--- config.mk ---
export PLATFORM = sky130hd
export DESIGN_NAME = keypad_scanner
export DESIGN_NICKNAME = d
export VERILOG_FILES = /design/src/rtl/calc_pkg.sv /design/src/rtl/keypad_column_scan.sv /design/src/rtl/keypad_scanner.sv
export SDC_FILE = /design/constraint.sdc
export NUM_CORES = 1
export LEC_CHECK = 0
export CAP_MARGIN = 40
export CORE_ASPECT_RATIO = 1.25
export CORE_MARGIN = 3
export CORE_UTILIZATION = 60
export DETAILED_ROUTE_END_ITERATION = 8
export HOLD_SLACK_MARGIN = 0.08
export PLACE_DENSITY_LB_ADDON = 0.12
export RECOVER_POWER = 100
export REMOVE_ABC_BUFFERS = 1
export SYNTH_ARGS = -nofsm -noshare
export SYNTH_HDL_FRONTEND = slang
export SYNTH_SLANG_ARGS = --single-unit
--- constraint.sdc ---
create_clock -name clock -period 2.9 [get_ports clock]
set_clock_uncertainty 0.1 [all_clocks]
set_input_delay 0.435 -clock clock [delete_from_list [all_inputs] [get_ports clock]]
set_output_delay 0.435 -clock clock [all_outputs]
set_load 0.02 [all_outputs]
--- src/rtl/calc_pkg.sv ---
// Shared keycode constants and state types for the calculator keypad front end.
package calc_pkg;

  localparam logic [4:0] KEY_NULL      = 5'h00;
  localparam logic [4:0] KEY_CLEAR     = 5'h01;
  localparam logic [4:0] KEY_PLUS      = 5'h02;
  localparam logic [4:0] KEY_MUL       = 5'h03;
  localparam logic [4:0] KEY_EQUAL     = 5'h04;
  localparam logic [4:0] KEY_DIGIT_MSB = 5'h10;

  typedef enum logic [1:0] {NONE, SINGLE, MULTI} scan_res_e;

  typedef enum logic [1:0] {DB_IDLE, DB_PRESS, DB_HELD, DB_REL} db_state_e;

  // Matrix index row*4+col: rows 0-3 are hex digits, row 4 holds the operators.
  function automatic logic [4:0] key_code(input logic [4:0] idx);
    if (!idx[4]) return KEY_DIGIT_MSB | {1'b0, idx[3:0]};
    case (idx[1:0])
      2'd0:    return KEY_CLEAR;
      2'd1:    return KEY_PLUS;
      2'd2:    return KEY_MUL;
      default: return KEY_EQUAL;
    endcase
  endfunction

endpackage

--- src/rtl/keypad_column_scan.sv ---
// Row synchroniser, column dwell/drive and per-scan accumulation of closed keys.
module keypad_column_scan
  import calc_pkg::*;
#(
  parameter int SCAN_DIV = 5000
) (
  input  logic      clock,
  input  logic      reset,
  input  logic [4:0] row,
  output logic [3:0] col,
  output logic      scan_done,
  output scan_res_e scan_result,
  output logic [4:0] scan_idx
);

  localparam int DW = $clog2(SCAN_DIV) + 1;

  logic [4:0]    r_sync1, r_sync2;
  logic [DW-1:0] r_dwell;
  logic [1:0]    r_col_idx;
  logic [3:0]    r_col;
  logic [1:0]    r_cnt;
  logic [4:0]    r_idx;
  logic          r_done;
  scan_res_e     r_result;
  logic [4:0]    r_scan_idx;

  logic          w_last;
  logic [1:0]    w_cnt;
  logic [4:0]    w_idx;

  assign w_last = (r_dwell == DW'(SCAN_DIV - 1));

  // Fold this column's rows into the running scan; later rows win the index.
  always_comb begin
    w_cnt = r_cnt;
    w_idx = r_idx;
    for (int r = 0; r < 5; r++) begin
      if (!r_sync2[r]) begin
        w_cnt = (w_cnt == 2'd2) ? 2'd2 : w_cnt + 2'd1;
        w_idx = 5'(r * 4) + {3'b000, r_col_idx};
      end
    end
  end

  always_ff @(posedge clock or negedge reset) begin
    if (!reset) begin
      r_sync1    <= '1;
      r_sync2    <= '1;
      r_dwell    <= '0;
      r_col_idx  <= '0;
      r_col      <= 4'b1110;
      r_cnt      <= '0;
      r_idx      <= '0;
      r_done     <= 1'b0;
      r_result   <= NONE;
      r_scan_idx <= '0;
    end else begin
      r_sync1 <= row;
      r_sync2 <= r_sync1;
      r_done  <= 1'b0;
      if (w_last) begin
        r_dwell   <= '0;
        r_col_idx <= r_col_idx + 2'd1;
        r_col     <= {r_col[2:0], r_col[3]};
        if (r_col_idx == 2'd3) begin
          r_done     <= 1'b1;
          r_result   <= (w_cnt == 2'd0) ? NONE : (w_cnt == 2'd1) ? SINGLE : MULTI;
          r_scan_idx <= w_idx;
          r_cnt      <= '0;
          r_idx      <= '0;
        end else begin
          r_cnt <= w_cnt;
          r_idx <= w_idx;
        end
      end else begin
        r_dwell <= r_dwell + 1'b1;
      end
    end
  end

  assign col         = r_col;
  assign scan_done   = r_done;
  assign scan_result = r_result;
  assign scan_idx    = r_scan_idx;

endmodule

--- src/rtl/keypad_scanner.sv ---
// 5x4 keypad scanner: debounces whole-matrix scans and emits one newKey pulse per press.
module keypad_scanner
  import calc_pkg::*;
#(
  parameter int SCAN_DIV       = 5000,
  parameter int DEBOUNCE_SCANS = 4
) (
  input  logic       clock,
  input  logic       reset,
  input  logic [4:0] row,
  output logic [3:0] col,
  output logic       newKey,
  output logic [4:0] keycode
);

  localparam int CW = $clog2(DEBOUNCE_SCANS) + 1;
  localparam logic [CW-1:0] DB_MAX = CW'(DEBOUNCE_SCANS);

  logic      w_done;
  scan_res_e w_res;
  logic [4:0] w_idx;

  keypad_column_scan #(.SCAN_DIV(SCAN_DIV)) u_scan (
    .clock       (clock),
    .reset       (reset),
    .row         (row),
    .col         (col),
    .scan_done   (w_done),
    .scan_result (w_res),
    .scan_idx    (w_idx)
  );

  db_state_e     r_state, w_state;
  logic [4:0]    r_cand, w_cand;
  logic [CW-1:0] r_cnt, w_cnt;
  logic [CW-1:0] r_rel, w_rel;
  logic          r_newkey, w_newkey;
  logic [4:0]    r_keycode, w_keycode;

  always_ff @(posedge clock or negedge reset) begin
    if (!reset) begin
      r_state   <= DB_IDLE;
      r_cand    <= '0;
      r_cnt     <= '0;
      r_rel     <= '0;
      r_newkey  <= 1'b0;
      r_keycode <= KEY_NULL;
    end else begin
      r_state   <= w_state;
      r_cand    <= w_cand;
      r_cnt     <= w_cnt;
      r_rel     <= w_rel;
      r_newkey  <= w_newkey;
      r_keycode <= w_keycode;
    end
  end

  always_comb begin
    w_state   = r_state;
    w_cand    = r_cand;
    w_cnt     = r_cnt;
    w_rel     = r_rel;
    w_newkey  = 1'b0;
    w_keycode = r_keycode;
    if (w_done) begin
      case (r_state)
        DB_IDLE: if (w_res == SINGLE) begin
          w_cand = w_idx;
          w_cnt  = CW'(1);
          if (DEBOUNCE_SCANS == 1) begin
            w_state   = DB_HELD;
            w_newkey  = 1'b1;
            w_keycode = key_code(w_idx);
          end else begin
            w_state = DB_PRESS;
          end
        end
        DB_PRESS: begin
          if (w_res == SINGLE && w_idx == r_cand) begin
            w_cnt = (r_cnt == DB_MAX) ? r_cnt : r_cnt + 1'b1;
            if ((r_cnt + 1'b1) >= DB_MAX) begin
              w_state   = DB_HELD;
              w_newkey  = 1'b1;
              w_keycode = key_code(r_cand);
            end
          end else begin
            w_state = DB_IDLE;
            w_cnt   = '0;
          end
        end
        DB_HELD: if (w_res == NONE) begin
          w_rel = CW'(1);
          if (DEBOUNCE_SCANS == 1) begin
            w_state   = DB_IDLE;
            w_keycode = KEY_NULL;
            w_cnt     = '0;
            w_rel     = '0;
          end else begin
            w_state = DB_REL;
          end
        end
        DB_REL: begin
          // Any closed key seen during release debounce counts as still held.
          if (w_res == NONE) begin
            w_rel = (r_rel == DB_MAX) ? r_rel : r_rel + 1'b1;
            if ((r_rel + 1'b1) >= DB_MAX) begin
              w_state   = DB_IDLE;
              w_keycode = KEY_NULL;
              w_cnt     = '0;
              w_rel     = '0;
            end
          end else begin
            w_state = DB_HELD;
            w_rel   = '0;
          end
        end
        default: w_state = DB_IDLE;
      endcase
    end
  end

  assign newKey  = r_newkey;
  assign keycode = r_keycode;

endmodule

Word-level counts from Yosys, hierarchy flattened
Index checks and enable logic that the tools add are counted.

word-level totals
  bits in registers = 64
  bits in latches = 0
  memory bits (writable) = 0
  ROM bits = 0
  output and inout bits = 10
  word-level logic and storage cells = 129
  memories = 0

cells by class
  add/sub/neg operators = 13
  $mul = 0
  div/mod/pow operators = 0
  $lt $le $gt $ge = 2
  equal/unequal tests = 27
  shift-type cells = 0
  multiplexer cells = 57
  bitwise logic cells = 0
  reduce and logical (&&, ||, !) cells = 14

operators with widths
  cell                                             count
  2-to-1 mux 5 bit                                 12
  2-to-1 mux 2 bit                                 19
  2-to-1 mux 3 bit                                 9
  == test 2 bit, second input constant             9
  one-hot mux 3 bit (3 select lines)               2
  adder 14 x 1 -> 14 bit, second input constant    1
  == test 14 x 13 -> 1 bit, second input constant  1
  2-to-1 mux 14 bit                                1
  adder 2 x 1 -> 2 bit, second input constant      6
  inequality test 2 bit, second input constant     6
  AND reduction 6 bit                              2
  2-to-1 mux 1 bit                                 11
  adder 4 x 2 -> 5 bit, first input constant       2
  one-hot mux 5 bit (2 select lines)               1
  inequality test 3 bit, second input constant     3
  == test 2 x 1 -> 1 bit, second input constant    4
  zero test 2 bit                                  4
  one-hot mux 2 bit (4 select lines)               1
  adder 3 x 1 -> 3 bit, second input constant      2
  == test 3 bit, second input constant             2
  >= comparator 3 bit, second input constant       2
  one-hot mux 3 bit (2 select lines)               1
  adder 5 x 2 -> 5 bit, first input constant       1
  == test 5 bit                                    1
  other kinds (9)                                  10

Logic depth before layout (Yosys ltp)
Gate-level depths: netlist of run 1.

  depth in word-level cells = 18
  gate-level depth with buffers = 12
  gate-level depth less buffers = 12

Hierarchy
Synthesis of run 1 repeated with hierarchy kept, for this count alone.

second synthesis, totals
  cells, all modules = 339
  area total of the unflattened synthesis = 3,410.8 um2

by module, submodules not included
  module              times used  cells an instance  area each (um2)  sequential area each (um2)
  keypad_column_scan  1           226                2,258.4          1,142.3
  keypad_scanner      1           113                1,152.4          475.5

Worst setup path after synthesis of run 1
OpenSTA, ideal clock, no wires.

  path type = reg2reg
  start = reg u_scan.r_cnt[0]
  end = reg u_scan.r_cnt[1]
  setup time = 142 ps
  data arrival time = 2,354 ps
  slack = 304 ps
  cell stages (with the launch flop) = 10
  clock period less this slack = 2,596 ps
  cells stage by stage = dfrtp_1 > inv_1 > ha_1 > mux2i_2 > o21ai_0 > a22o_1 > a2111oi_1 > ha_1 > nor2_1 > o32ai_2

on the way
  longest elaborated chain between the ends = 16
  elaborated cells on any way between the ends = 21

RTL lines
  what                                                          RTL line                  text
  from (decl)                                                   keypad_column_scan.sv:22  logic [1:0] r_cnt;
  from (signal assigned)                                        keypad_column_scan.sv:73  r_cnt <= w_cnt;
  adder 2 x 1 -> 2 bit / == test 2 bit (equally long branches)  keypad_column_scan.sv:40  w_cnt = (w_cnt == 2'd2) ? 2'd2 : w_cnt + 2'd1;
  2-to-1 mux 2 bit                                              keypad_column_scan.sv:40
  2-to-1 mux 2 bit (*)                                          keypad_column_scan.sv:39  if (!r_sync2[r]) begin
  adder 2 x 1 -> 2 bit / == test 2 bit (equally long branches)  keypad_column_scan.sv:40
  2-to-1 mux 2 bit                                              keypad_column_scan.sv:40
  2-to-1 mux 2 bit (*)                                          keypad_column_scan.sv:39
  adder 2 x 1 -> 2 bit / == test 2 bit (equally long branches)  keypad_column_scan.sv:40
  2-to-1 mux 2 bit                                              keypad_column_scan.sv:40
  2-to-1 mux 2 bit (*)                                          keypad_column_scan.sv:39
  adder 2 x 1 -> 2 bit / == test 2 bit (equally long branches)  keypad_column_scan.sv:40
  2-to-1 mux 2 bit                                              keypad_column_scan.sv:40
  2-to-1 mux 2 bit (*)                                          keypad_column_scan.sv:39
  adder 2 x 1 -> 2 bit / == test 2 bit (equally long branches)  keypad_column_scan.sv:40
  2-to-1 mux 2 bit                                              keypad_column_scan.sv:40
  2-to-1 mux 2 bit (*)                                          keypad_column_scan.sv:39
  2-to-1 mux 2 bit (*)                                          keypad_column_scan.sv:66  if (r_col_idx == 2'd3) begin

Mark *: on every way between the ends. The rest lies on a longest branch, timed or not.
A chain may end at the register's enable or synchronous reset.

Worst setup path in the final report of run 1
  start = reg u_scan.r_sync2[0]
  end = reg u_scan.r_result[0], in the netlist u_scan.scan_result[0]

on the way
  longest elaborated chain between the ends = 16
  elaborated cells on any way between the ends = 21

RTL lines
  what                                                          RTL line                  text
  from (decl)                                                   keypad_column_scan.sv:18  logic [4:0] r_sync1, r_sync2;
  from (signal assigned)                                        keypad_column_scan.sv:60  r_sync2 <= r_sync1;
  2-to-1 mux 2 bit (*)                                          keypad_column_scan.sv:39
  adder 2 x 1 -> 2 bit / == test 2 bit (equally long branches)  keypad_column_scan.sv:40
  2-to-1 mux 2 bit                                              keypad_column_scan.sv:40
  2-to-1 mux 2 bit (*)                                          keypad_column_scan.sv:39
  adder 2 x 1 -> 2 bit / == test 2 bit (equally long branches)  keypad_column_scan.sv:40
  2-to-1 mux 2 bit                                              keypad_column_scan.sv:40
  2-to-1 mux 2 bit (*)                                          keypad_column_scan.sv:39
  adder 2 x 1 -> 2 bit / == test 2 bit (equally long branches)  keypad_column_scan.sv:40
  2-to-1 mux 2 bit                                              keypad_column_scan.sv:40
  2-to-1 mux 2 bit (*)                                          keypad_column_scan.sv:39
  adder 2 x 1 -> 2 bit / == test 2 bit (equally long branches)  keypad_column_scan.sv:40
  2-to-1 mux 2 bit                                              keypad_column_scan.sv:40
  2-to-1 mux 2 bit (*)                                          keypad_column_scan.sv:39
  == test 2 x 1 -> 1 bit                                        keypad_column_scan.sv:68  r_result <= (w_cnt == 2'd0) ? NONE : (w_cnt == 2'd1) ? SINGLE : MULTI;
  2-to-1 mux 2 bit                                              keypad_column_scan.sv:68
  2-to-1 mux 2 bit (*)                                          keypad_column_scan.sv:68
  to (signal assigned)                                          keypad_column_scan.sv:68
  to (decl)                                                     keypad_column_scan.sv:25  scan_res_e r_result;

Marks and branches as above.

==> metrics, run 1 <==
Worst VDD drop=0.0003813 V; Leakage=between 1.5 and 2 nW; Finished Core Util=between 60% and 70%; CP Class=reg -> reg; vias per inst=between 5 and 6; largest area contributor in the netlist=dfrtp_1; Seq cells post-synth=64; Synth Area per Inst=10.14 um2; yosys synthesis warning count=0; Max stage delay on crit path=about 700 ps; R2R Setup Slk=roughly 230 ps; Slew Viols, Final=0; final hold vios=0; starting density of the core=62.35%; Inserted Diodes=0; initial antenna violation count=0; CP Buf/Inv Count=0; Setup crit end=u_scan.scan_result[0]; synth unique cells=65; Tightest Pin Transition=1232 ps; worst setup path startpoint=u_scan.r_sync2[0]; Seq/Total Area, Yosys=47.35%; vias in the first global route=2,471; Max-slew headroom=about 18%; Cells after DPL=about 410; Clock transition at path regs=approximately 70 ps; MaxCap Viol Count=0; Slowest-stage cell, CP=dfstp_2; critical path arrival=2790 ps; Crit Path Max Fanout=13; Core Region=0.005480 mm2; post-synthesis cell count=around 340; setup_tns=0 ps; I/O Buffers=16; crit start category=flip-flop; DRC=0; first-pass GRT wire length=10,980 um; layout cell share with drive strength beyond 1=between 10 and 15%; largest net degree at the start of global routing=45; ys flop type=dfrtp_1; fraction of registers with async set/reset=100.0%; Levels on crit path=8; die width=73.50 um; H-tree depth=3; Rows=30; CP delay by family, top=compound AO/OA/AOI/OAI gates; Routed WL=between 6000 and 7000 um; via count=2,511; Clk Tree Root Cell=clkbuf_8; critical path capture point type=flip-flop; Final Critical Period=2671 ps; WP data required=3020 ps; clk_lat worst skew=340 ps; WL per Instance=15.00 um; Final nets=374; Power Density=431.8 mW/mm2; run status=finished clean; ranking of synthesized cells by area=dfrtp_1, dfstp_2, nand2_1; FF-to-FF End=u_scan.scan_result[0]; Synth Cell Area=0.003417 mm2; Max Clk Rate=374.3 MHz; Tcrit/Tclk final=between 90% and 100%; area grow syn2layout=11.24%; fin cells=424; # IOs=17; r2r worst-path depth=8; RSZ-0062 raised after global routing=no; Synth top area share=37.35%; DP Area=0.003625 mm2; Clock Tree Buf Depth=2; initial DRC count=126; min-delay worst type=reg -> reg; Detail Placement HPWL=about 4500 um; Clock Sink Count=64; worst-path cell chain=mux2_2 > a2111oi_1 > a2111oi_4 > ha_1 > nor2_1 > nor3_1 > mux2i_1 > o21ai_1; number of synthesized flops with an enable pin=0; DIE AREA=between 0.006 and 0.007 mm2; number of clock buffers inserted by TritonCTS=9; cell area after layout=0.003801 mm2; GPL Wtd Cong=0.9248; Routed Antenna Nets=0; # setup viols final=0; FF-to-FF Start=u_scan.r_sync2[0]; die height=90.38 um; grt ovf=0; Tot GR Track Use=21.00%; CTS tree=done; hold_ws=256.3 ps; drt first pass iters=4
==> through the flow <==
| step | power, mW | worst slack [ps] |
|---|---|---|
| floorplan | 0.9743 | 297.4 |
| global placement | 1.014 | 161.9 |
| detailed placement | 1.016 | -70.91 |
| CTS | 1.662 | 40.68 |
| global route | 1.707 | 28.24 |
| finish | 1.641 | 228.6 |
==> flip-flops by register name (all words and copies together) (netlist names), 2 cells and up <==
name and count:
keycode 5, r_cand 5, r_cnt 3, r_rel 3, r_state 2, u_scan.col 4
u_scan.r_cnt 2, u_scan.r_col_idx 2, u_scan.r_dwell 14, u_scan.r_idx 5, u_scan.r_sync1 5, u_scan.r_sync2 5
u_scan.scan_idx 5, u_scan.scan_result 2
==> how the worst min path moves through the flow <==
stage	start	end	slack (ps)	cells after the start
after detailed placement	u_scan.r_sync1[2]	u_scan.r_sync2[2]	250	0
after global placement	u_scan.r_sync1[3]	u_scan.r_sync2[3]	250	0
after floorplan	reset	keycode[0]	40	0
final	u_scan.r_sync1[0]	u_scan.r_sync2[0]	260	0
after global routing	u_scan.r_sync1[1]	u_scan.r_sync2[1]	260	0
after CTS	u_scan.r_sync1[0]	u_scan.r_sync2[0]	260	0
==> cells in the mapped netlist (2+ instances only) <==
master and n:
dfrtp_1 51, nand2_1 46, nor2_1 20, inv_1 16
dfstp_2 13, o21ai_0 13, a21oi_1 12, ha_1 12
xnor2_1 12, xor2_1 11, and3_1 10, nand3_1 9
clkbuf_1 8, nor3_1 8, mux2_2 7, a21boi_0 5
and2_1 5, buf_2 5, mux2i_1 5, o31ai_1 5
o2bb2ai_1 4, a211oi_1 3, a31oi_1 3, nand2b_1 3
nand4_1 3, o22ai_1 3, a21o_1 2, a22o_1 2
mux2i_2 2, nor4_1 2, nor4b_1 2, o41ai_1 2
==> kinds of logic after synthesis <==
| group | Yosys count | share of synthesized area, % |
|---|---|---|
| and+or+nand+nor | 116 | 17.32 |
| AOI/OAI and AO/OA | 74 | 15.67 |
| DFF | 64 | 47.35 |
| buffers and inverters | 32 | 4.028 |
| xor gates and xnor gates | 23 | 5.895 |
| muxes | 15 | 5.017 |
| adders and majority gates | 13 | 4.723 |
==> where the power goes <==
| part | internal, mW | switching [mW] | total (mW) |
|---|---|---|---|
| clock network | 0.305 | 0.333 | 0.638 |
| logic | 0.0343 | 0.0485 | 0.0828 |
| registers | 0.906 | 0.0149 | 0.921 |
| total | 1.25 | 0.396 | 1.64 |
==> final cells by class <==
type,instances,area [um2]
inverters,16,60.06
clock inverters,6,36.28
clock buffers,10,127.6
repair buffers,23,214.0
fillers,454,1679
multi-input cells,241,1665
well taps,64,80.08
flip-flops and latches,64,1618
==> per-layer routing <==
layer	routed length, um	track usage, %
met1	2788	26.06
met2	3206	33.88
met4	174	9.970
met3	189	4.788
met5	0	0
==> cells in the final DEF (no fill, tap or decap), types with 11 or more instances in the layout <==
cell type | netlist | final
dfrtp_1 | 51 | 51
nand2_1 | 46 | 46
nor2_1 | 20 | 20
inv_1 | 16 | 16
dlygate4sd3_1 | 0 | 16
o21ai_0 | 13 | 13
dfstp_2 | 13 | 13
xnor2_1 | 12 | 12
a21oi_1 | 12 | 12
xor2_1 | 11 | 11
==> what timing repair did <==
action,4_1_cts,5_1_grt
hold endpoints to repair,20,0
gates resized for setup,1,5
hold buffers,1,0
setup endpoints to repair,3,4
setup buffers,0,1
gates cloned,0,0
Note: power is estimated with default switching activity, not from simulation.
==> inputs of run 2 (changes only) <==
--- a/config.mk
+++ b/config.mk
@@ -8,7 +8,7 @@
 export CAP_MARGIN = 40
 export CORE_ASPECT_RATIO = 1.25
 export CORE_MARGIN = 3
-export CORE_UTILIZATION = 60
+export CORE_UTILIZATION = 55
 export DETAILED_ROUTE_END_ITERATION = 8
 export HOLD_SLACK_MARGIN = 0.08
 export PLACE_DENSITY_LB_ADDON = 0.12
==> metrics, run 2 (same netlist as run 1, synthesis figures left out) <==
Largest register FFs=14 (unchanged); DRC=0 (unchanged); Finished Core Util=65.00% (was 69.36%); drt first pass iters=4 (unchanged); Slew Viols, Final=0 (unchanged); # IOs=17 (unchanged); Worst VDD drop=0.0004524 V (was 0.0003813 V); MaxCap Viol Count=0 (unchanged); I/O Buffers=16 (unchanged); Clock Tree Buf Depth=2 (unchanged); r2r worst-path depth=5 (was 8); Rows=31 (was 30); worst-path cell chain=nor3b_1 > nand4_2 > nor4_2 > o221ai_2 > mux2_1 (was mux2_2 > a2111oi_1 > a2111oi_4 > ha_1 > nor2_1 > nor3_1 > mux2i_1 > o21ai_1); DP Area=0.003650 mm2 (was 0.003625 mm2); min-delay worst type=reg -> reg (unchanged); Max Clk Rate=381.0 MHz (was 374.3 MHz); grt ovf=0 (unchanged); R2R Setup Slk=280 ps (was 230 ps); critical path arrival=2740 ps (was 2790 ps); Inserted Diodes=0 (unchanged); Tightest Pin Transition=1146 ps (was 1232 ps); Core Region=0.005896 mm2 (was 0.005480 mm2); Final nets=376 (was 374); vias in the first global route=2,554 (was 2,471); clk_lat worst skew=330 ps (was 340 ps); layout cell share with drive strength beyond 1=14.64% (was 14.72%); vias per inst=5.565 (was 5.922); # setup viols final=0 (unchanged); WL per Instance=14.07 um (was 15.00 um); area grow syn2layout=12.16% (was 11.24%); Cells after DPL=426 (was 406); Leakage=1.723 nW (was 1.714 nW); Slowest-stage cell, CP=nor4_2 (was dfstp_2); largest register by flop count=u_scan.r_dwell (unchanged); most common cell after layout, fill and taps aside=dfrtp_1 (unchanged); number of clock buffers inserted by TritonCTS=9 (unchanged); RSZ-0062 raised after global routing=no (unchanged); WP data required=3020 ps (about the same); Crit Path Max Fanout=10 (was 13); setup_tns=0 ps (unchanged); first-pass GRT wire length=11,520 um (was 10,980 um); Power Density=447.0 mW/mm2 (was 431.8 mW/mm2); Max-slew headroom=23.58% (was 17.85%); crit start category=flip-flop (unchanged); Detail Placement HPWL=4500 um (was 4484 um); Clock Sink Count=64 (unchanged); H-tree depth=3 (unchanged); critical path capture point type=flip-flop (unchanged); DIE AREA=0.007201 mm2 (was 0.006643 mm2); via count=2,471 (was 2,511); Tot GR Track Use=20.06% (was 21.00%); WHS Path Cells=0 (unchanged); initial antenna violation count=0 (unchanged); fin cells=444 (was 424); Clock transition at path regs=70 ps (about the same); run status=finished clean (unchanged); GPL Wtd Cong=0.8544 (was 0.9248); Routed WL=6248 um (was 6359 um); dpl ws=115.6 ps (was -70.91 ps); CP Class=reg -> reg (unchanged); starting density of the core=57.96% (was 62.35%); Routed Antenna Nets=0 (unchanged); Final Critical Period=2625 ps (was 2671 ps); Max stage delay on crit path=580 ps (was 690 ps); initial DRC count=111 (was 126); worst setup slack after layout=275.2 ps (was 228.6 ps); cell area after layout=0.003832 mm2 (was 0.003801 mm2); die height=94.13 um (was 90.38 um); most frequent cells in the layout=dfrtp_1, nand2_1, nor2_1 (unchanged); Tcrit/Tclk final=90.51% (was 92.12%); final hold vios=0 (unchanged); Clk Tree Root Cell=clkbuf_8 (unchanged); CTS tree=done (unchanged); largest net degree at the start of global routing=30 (was 45); die width=76.50 um (was 73.50 um)
==> run 2: worst paths after layout <==
kind	start	endpoint
max reg2reg	r_state[1]	keycode[0]
max in group asynchronous	reset	r_rel[1]
min reg2reg	u_scan.r_sync1[4]	u_scan.r_sync2[4]
min	u_scan.r_sync1[4]	u_scan.r_sync2[4]
min in group asynchronous	reset	u_scan.r_dwell[13]
max	r_state[1]	keycode[0]
==> run 2: what timing repair did <==
action | CTS | global route
setup buffers | 0 | 1
hold buffers | 1 | 0
endpoints found under the setup margin | 0 | 4
endpoints found under the hold margin | 17 | 0
gates resized for setup | 0 | 4
==> run 2: layout make-up <==
| type | instances | area [um2] |
|---|---|---|
| inverter | 16 | 60.06 |
| clock buffer | 12 | 135.1 |
| sequential | 64 | 1618 |
| clock inverter | 4 | 45.04 |
| fill | 498 | 2063 |
| timing repair buffer | 25 | 210.2 |
| tap | 82 | 102.6 |
| multi-input combinational | 241 | 1662 |
==> run 2: metal layers <==
| layer | track usage [%] | vias up | wire (um) |
|---|---|---|---|
| met5 | 0 | - | 0 |
| met4 | 7.704 | 0 | 88 |
| met3 | 4.702 | 10 | 152 |
| met2 | 35.41 | 42 | 3171 |
| met1 | 23.72 | 1179 | 2836 |
| li1 | - | 1240 | - |
==> run 2: worst max-delay path, delay by kind of cell (launching register included) <==
kind | cells | cell delay (ps)
compound gates | 1 | 310
flops | 1 | 490
mux | 1 | 380
simple gates | 3 | 1230
==> run 2: metrics by stage <==
stage / total power [mW] / hold slack [ps]
finish: 1.713 / 254.3
global route: 1.800 / 256.9
CTS: 1.738 / 252.9
detailed placement: 1.016 / 249.4
global placement: 1.015 / 245.7
floorplan: 0.9743 / 39.41
==> run 2: power by group <==
group          switching [mW]  leakage (nW)  internal (mW)
Clock                   0.320        0.0941          0.394
Combinational          0.0490         0.794         0.0315
Sequential             0.0126         0.834          0.906
==> inputs of run 3 (changes only) <==
--- a/config.mk
+++ b/config.mk
@@ -17,3 +17,4 @@
 export SYNTH_ARGS = -nofsm -noshare
 export SYNTH_HDL_FRONTEND = slang
 export SYNTH_SLANG_ARGS = --single-unit
+export TNS_END_PERCENT = 1
==> results of run 3 <==
The final DEF is identical to that of run 2; final timing and power are the same.
